$ cat config.mk
export PLATFORM = sky130hd
export DESIGN_NAME = lfsr_gen
export DESIGN_NICKNAME = d
export VERILOG_FILES = /design/src/rtl/lfsr_pkg.sv /design/src/rtl/lfsr_period_meter.sv /design/src/rtl/lfsr_gen.sv
export SDC_FILE = /design/constraint.sdc
export NUM_CORES = 1
export LEC_CHECK = 0
export CORE_AREA = 2 2 64 54
export CTS_CLUSTER_SIZE = 28
export DETAILED_ROUTE_END_ITERATION = 10
export DIE_AREA = 0 0 66 56
export PLACE_DENSITY = 0.81
export SLEW_MARGIN = 10
export SYNTH_ARGS = -nofsm -noshare
export SYNTH_HDL_FRONTEND = slang
export SYNTH_SLANG_ARGS = --single-unit
$ cat constraint.sdc
create_clock -name clk -period 4.4 [get_ports clk]
set_clock_uncertainty 0.15 [all_clocks]
set_input_delay 0.88 -clock clk [delete_from_list [all_inputs] [get_ports clk]]
set_output_delay 0.88 -clock clk [all_outputs]
set_load 0.01 [all_outputs]
$ cat src/rtl/lfsr_pkg.sv
// Shared constants and next-state helper for the Fibonacci LFSR generator.
// Bit i of a tap mask selects state[i] into the feedback XOR.
package lfsr_pkg;

    localparam logic [3:0]  TAPS_4  = 4'hC;
    localparam logic [7:0]  TAPS_8  = 8'hB8;
    localparam logic [15:0] TAPS_16 = 16'hB400;
    localparam logic [31:0] TAPS_32 = 32'h8020_0003;

    // Operates on a 32-bit container; callers zero-extend and truncate to their width.
    function automatic logic [31:0] lfsr_next(input logic [31:0] state,
                                              input logic [31:0] taps);
        return {state[30:0], ^(state & taps)};
    endfunction

endpackage

$ cat src/rtl/lfsr_period_meter.sv
// Measures the LFSR cycle length relative to a reference seed.
// Emits a wrap pulse when a step lands back on the reference.
module lfsr_period_meter
    import lfsr_pkg::*;
#(
    parameter int unsigned      WIDTH = 8,
    parameter logic [WIDTH-1:0] SEED  = 1
) (
    input  logic             clk,
    input  logic             reset,
    input  logic             step_i,
    input  logic [WIDTH-1:0] next_i,
    input  logic             load_i,
    input  logic [WIDTH-1:0] load_data_i,
    output logic             wrap_o,
    output logic [WIDTH-1:0] period_o
);

    logic [WIDTH-1:0] ref_q, ref_d;
    logic [WIDTH-1:0] cnt_q, cnt_d;
    logic [WIDTH-1:0] period_q, period_d;
    logic             wrap_q, wrap_d;

    always_comb begin
        ref_d    = ref_q;
        cnt_d    = cnt_q;
        period_d = period_q;
        wrap_d   = 1'b0;
        if (load_i) begin
            ref_d = load_data_i;
            cnt_d = '0;
        end else if (step_i) begin
            if (next_i == ref_q) begin
                wrap_d   = 1'b1;
                period_d = cnt_q + 1'b1;
                cnt_d    = '0;
            end else begin
                cnt_d = cnt_q + 1'b1;
            end
        end
    end

    always_ff @(posedge clk) begin
        if (reset) begin
            ref_q    <= SEED;
            cnt_q    <= '0;
            period_q <= '0;
            wrap_q   <= 1'b0;
        end else begin
            ref_q    <= ref_d;
            cnt_q    <= cnt_d;
            period_q <= period_d;
            wrap_q   <= wrap_d;
        end
    end

    assign wrap_o   = wrap_q;
    assign period_o = period_q;

endmodule

$ cat src/rtl/lfsr_gen.sv
// Fibonacci LFSR with step enable, handshaked seed loading and period measurement.
// All outputs are registered.
module lfsr_gen
    import lfsr_pkg::*;
#(
    parameter int unsigned      WIDTH = 8,
    parameter logic [WIDTH-1:0] TAPS  = 8'hB8,
    parameter logic [WIDTH-1:0] SEED  = 1
) (
    input  logic             clk,
    input  logic             reset,
    input  logic             en,
    input  logic             seed_valid,
    input  logic [WIDTH-1:0] seed_data,
    output logic             seed_ready,
    output logic             load_err,
    output logic [WIDTH-1:0] lfsr_o,
    output logic             out_valid,
    output logic             wrap,
    output logic [WIDTH-1:0] period_o
);

    if (WIDTH < 3 || WIDTH > 32) begin : g_bad_width
        $error("lfsr_gen: WIDTH must be in 3..32");
    end
    if (SEED == '0) begin : g_bad_seed
        $error("lfsr_gen: SEED must be nonzero");
    end

    logic [WIDTH-1:0] state_q, state_d;
    logic             seed_ready_q, seed_ready_d;
    logic             load_err_q, load_err_d;
    logic             out_valid_q, out_valid_d;

    logic [WIDTH-1:0] next_state;
    logic             seed_req;
    logic             load_fire;
    logic             step_fire;

    assign next_state = WIDTH'(lfsr_next(32'(state_q), 32'(TAPS)));

    // A zero seed is rejected without stalling the step path.
    assign seed_req  = seed_valid & seed_ready_q;
    assign load_fire = seed_req & (seed_data != '0);
    assign step_fire = en & ~load_fire;

    always_comb begin
        state_d      = state_q;
        out_valid_d  = 1'b0;
        load_err_d   = seed_req & (seed_data == '0);
        seed_ready_d = ~load_fire;
        if (load_fire) begin
            state_d     = seed_data;
            out_valid_d = 1'b1;
        end else if (step_fire) begin
            state_d     = next_state;
            out_valid_d = 1'b1;
        end
    end

    always_ff @(posedge clk) begin
        if (reset) begin
            state_q      <= SEED;
            seed_ready_q <= 1'b1;
            load_err_q   <= 1'b0;
            out_valid_q  <= 1'b0;
        end else begin
            state_q      <= state_d;
            seed_ready_q <= seed_ready_d;
            load_err_q   <= load_err_d;
            out_valid_q  <= out_valid_d;
        end
    end

    lfsr_period_meter #(
        .WIDTH (WIDTH),
        .SEED  (SEED)
    ) u_meter (
        .clk         (clk),
        .reset       (reset),
        .step_i      (step_fire),
        .next_i      (next_state),
        .load_i      (load_fire),
        .load_data_i (seed_data),
        .wrap_o      (wrap),
        .period_o    (period_o)
    );

    assign lfsr_o     = state_q;
    assign seed_ready = seed_ready_q;
    assign load_err   = load_err_q;
    assign out_valid  = out_valid_q;

endmodule

# After elaboration in Yosys (flattened, before gate mapping)
# Cells that the tools add are included.
# op_classes
n_addsub	1
eq_ne	1
mux	6
bitwise_logic	6
reduce_logical	7
# op_table
operator	n
32-bit parity	1
8-bit 2-to-1 mux	3
8-bit by 1-bit adder with 8-bit output, second input constant	1
8-bit == test	1
8-bit zero test	1
8-bit nonzero test	1
1-bit bitwise AND	4
1-bit 2-to-1 mux	3
3-bit AND reduction	1
3-bit OR reduction	1
1-bit NOT	2
2-bit nonzero test	1
2-bit OR reduction	1
# totals
regBits	36
input_bits	12
wordCells	29

# Depth between registers and ports, before layout
# depth
word_depth	6
ltp_mapped	6

# Hierarchy
# Synthesis repeated with hierarchy kept, for this count alone.
# unflattened
cells_unflattened	184
hier_area_um2	1717.9
# modules_own_cells
mod	n_inst	cells_each	area_each_um2	seq_area_each_um2
lfsr_period_meter	1	125	1148.6	500.5
lfsr_gen	1	59	569.3	220.2

# Least setup slack after synthesis
# Ideal clock, no wire load.
# synth_path
path_type	input to register
startpoint	in seed_data[4]
endpoint	reg u_meter.cnt_q[0]
setup_time_ps	75
arrival_ps	2221
required_ps	4175
setup_slack_ps	1954
stages	6
n_path_buf	1
path_cell_list	nor4_1 a21o_1 clkbuf_1 nand2_1 or3_1 o22ai_1
# synth_via
elab_chain_len	4
word_cells_on_any_way	5
# synth_lines
element	line_no	rtl
from (decl)	lfsr_gen.sv:14	input logic [WIDTH-1:0] seed_data,
8-bit nonzero test *	lfsr_gen.sv:44	assign load_fire = seed_req & (seed_data != '0);
1-bit bitwise AND *	lfsr_gen.sv:44	
1-bit NOT (no line)	-	
1-bit bitwise AND	lfsr_gen.sv:45	assign step_fire = en & ~load_fire;
to (signal assigned)	lfsr_period_meter.sv:51	cnt_q <= cnt_d;
to (decl)	lfsr_period_meter.sv:20	logic [WIDTH-1:0] cnt_q, cnt_d;
# Every way passes the cells marked *; elsewhere a longest branch is shown, timed or not.
# A chain may end at the register's enable or synchronous reset.

# Worst setup path after layout
# Same ends and word-level chain as after synthesis.

==> results.toml <==
[outcome]
run_status = "complete, no violations"

[sta]
fmax_achieved_mhz = 322
report.final.hold_viol_count = 0
post_route_worst_hold_slack_ns = 0.324
min_period_ns = 3.11
report.final.setup_viol = 0
slew_headroom_pct = 43.4
transition_time_of_the_tightest_slew_check_pin_ns = 0.850
grt_setup_unrepaired = "no"
fin_setup_tns_ns = 0
period_utilisation_layout_pct = 70.6
final_max_slew_viol_count = 0

[final_layout]
final_layout_size_suffix_gt1_share_pct = 8.33
filler_cell_count = 240
final_area_um2 = 2020
num-nets-final = 229
syn_to_final_growth_pct = 27.6
fin_util_pct = 66.8
insertedDiodeCount = 0

[routing]
drc_errors = 0
detailedRoute.firstPassIterationCount = 4
post_drt_wl_per_cell_um = 14.0
via_count = 1427
routed_via_density = 5.57
postRouteWirelength_mm = 3.57
drt_iter0_drc = 90
postRouteAntennaNets = 0

[placed_design]
place.detailed.hpwl_mm = 2.52
i_o_buffers = 31
placedInstanceArea_um2 = 1920
routabilityCongestion = 0.822

[synthesis]
synth-seq-area-share_pct = 45.6
ys_ff_latch = 36
postSynthNetCount = 199
synth_largest_type_area_fraction_pct = 45.6
synth.top_cells.by_count = "36 x sky130_fd_sc_hd__dfxtp_1, 34 x sky130_fd_sc_hd__nand2_1, 30 x sky130_fd_sc_hd__a21oi_1"
yosysMostFrequentCell = "sky130_fd_sc_hd__dfxtp_1"
yosys_most_used_dff = "sky130_fd_sc_hd__dfxtp_1"
netlist_area_um2 = 1580
synth.largest_area_cell = "sky130_fd_sc_hd__dfxtp_1"
yosysWarningCount = 0
number_of_flops_mapped_to_enable_cells_by_yosys = 0
syn_avg_cell_area_um2 = 8.50
asyncSetResetFlopFracSynth_pct = 0
synth.lib_cells_used.distinct = 26
postSynthCellCount = 186
synth_top_cells_by_area = "sky130_fd_sc_hd__dfxtp_1 46%, sky130_fd_sc_hd__a21oi_1 9.5%, sky130_fd_sc_hd__nand2_1 8.1%"

[critical_path]
crit_path_top_delay_cell = "sky130_fd_sc_hd__nor4_1"
kind_of_cell_adding_the_most_delay_to_the_critical_path = "simple AND/OR/NAND/NOR gates"
criticalPathCategory = "in2reg"
critical_path.n_buffers_inverters = 2
r2r-end = "u_meter.period_o[0]"
cp_data_arrival_time_ns = 3.17
worst-endpoint-required_ns = 4.47
crit_path_start_kind = "input pin"
timing.critical_path.fanout_max = 25
critical_path.cell_chain = "clkdlybuf4s50_1 -> nor4_1 -> a21o_1 -> buf_4 -> nand2_1 -> or3_1 -> o22ai_1"
critical_path.reg2reg.startpoint = "lfsr_o[4]"
reg2reg_depth = 5
r2r_slack_ns = 2.02
critical_path.endpoint_type = "flip-flop"
critPathMaxStageDelay_ns = 0.64

[die]
std_cell_rows = 18
start_util_pct = 52.4
chipWidth_um = 66
top_level_ports = 32
coreArea_um2 = 3020
die-height_um = 56
floorplan.die_area_um2 = 3700

[power]
leakagePower_nw = 0.728
power-per-cell-area_nw_per_um2 = 351
vdd.ir_drop.worst_mv = 0.240
finalPower_mw = 0.709

[clock_tree]
post_cts_buffers = 0
tritoncts = "yes"
cts-root-to-sink-buffers = 2
clkTransAtPathRegs_ns = 0.07
clkSinkCount = 36
htreeDepth = 2
cts_hold_repair.buffers = 0
numCtsBuffers = 5
cts_resized = 0
cts_root_buffer = "sky130_fd_sc_hd__clkbuf_8"
insertion_delay_ns = 0.29

[grt]
antenna_found_initial = 0
groute.usage.overall_pct = 20.5
vias_in_the_first_global_route = 1302
grt_first_pass_wirelength_mm = 5.81
globalRouteOverflowTotal = 0
grt_max_degree = 28

[worst_hold_path]
timing.hold.worst_endpoint = "u_meter.ref_q[4]"
hold-path-cell-count = 2
hold_start = "u_meter.ref_q[4]"
holdCritPathClass = "reg2reg"

[job]
cap_viol_max_count = 0
==> placed cells by master (no fill, tap or decap), drive strengths merged, types with 4 or more instances in the layout <==
cell and count:
dfxtp 36, nand2 34, clkdlybuf4s50 31, a21oi 30, xnor2 14, nand3 11
nor3 10, mux2 7, clkbuf 7, and3 5, nor2 4, nor4 4
==> stage by stage <==
stage | setup slack (ns) | cells
2_1_floorplan | 1.95 | 186
3_5_place_dp | 1.05 | 249
4_1_cts | 1.35 | 256
6_report | 1.29 | 256
3_3_place_gp | 1.11 | 249
5_1_grt | 1.15 | 256
==> registers in the layout, indices dropped and copies added (netlist names) <==
name              count
out_valid             1
u_meter.ref_q         8
seed_ready            1
load_err              1
u_meter.period_o      8
u_meter.cnt_q         8
lfsr_o                8
u_meter.wrap_o        1
==> per-layer routing <==
| metal | wire (µm) | global-route usage [%] |
|---|---|---|
| met1 | 1750 | 26.2 |
| met2 | 1560 | 31.7 |
| met3 | 181 | 5.06 |
| met4 | 80 | 10.5 |
| met5 | 0 | 0 |
==> report_power, final <==
group	switching [mW]	total [mW]	leakage (nW)	internal [mW]
clock network	0.114	0.253	0.0503	0.139
logic	0.0515	0.104	0.383	0.0522
registers	0.0126	0.352	0.294	0.339
==> tightest hold or removal path, stage by stage, from the launching register on <==
cell	delay, ns
sky130_fd_sc_hd__dfxtp_1	0.32
sky130_fd_sc_hd__nand2_1	0.05
sky130_fd_sc_hd__a21oi_1	0.05
==> kinds of logic (layout without fill, tap and decap cells) <==
kind of cell               Yosys count  in the layout  share of synthesized area (%)
AOI/OAI and AO/OA                   40             40                           13.8
xor gates and xnor gates            17             17                           10.4
adders and majority gates            1              1                          0.792
buffers and inverters               13             43                           3.17
DFF                                 36             36                           45.6
muxes                                7              7                           4.99
and+or+nand+nor                     72             72                           21.3
==> final cells by class <==
cell class	instances	area (µm²)	share of cell area, %
Timing Repair Buffer	34	333	16.5
Clock buffer	7	96.3	4.78
Multi-Input combinational cell	137	810	40.1
Tap cell	40	50.0	2.48
Sequential cell	36	721	35.7
Inverter	2	7.51	0.372
==> worst max-delay path by stage <==
stage / slack [ns] / startpoint / cells after the start / end
final: 1.29 / seed_data[4] / 7 / u_meter.cnt_q[0]
after global routing: 1.15 / seed_data[4] / 7 / u_meter.cnt_q[0]
after CTS: 1.35 / seed_data[4] / 7 / u_meter.cnt_q[0]
after detailed placement: 1.05 / seed_data[4] / 7 / u_meter.cnt_q[0]
after global placement: 1.11 / seed_data[4] / 7 / u_meter.cnt_q[0]
after floorplan: 1.95 / seed_data[4] / 6 / u_meter.cnt_q[0]
Power figures use the tool's default switching activity.
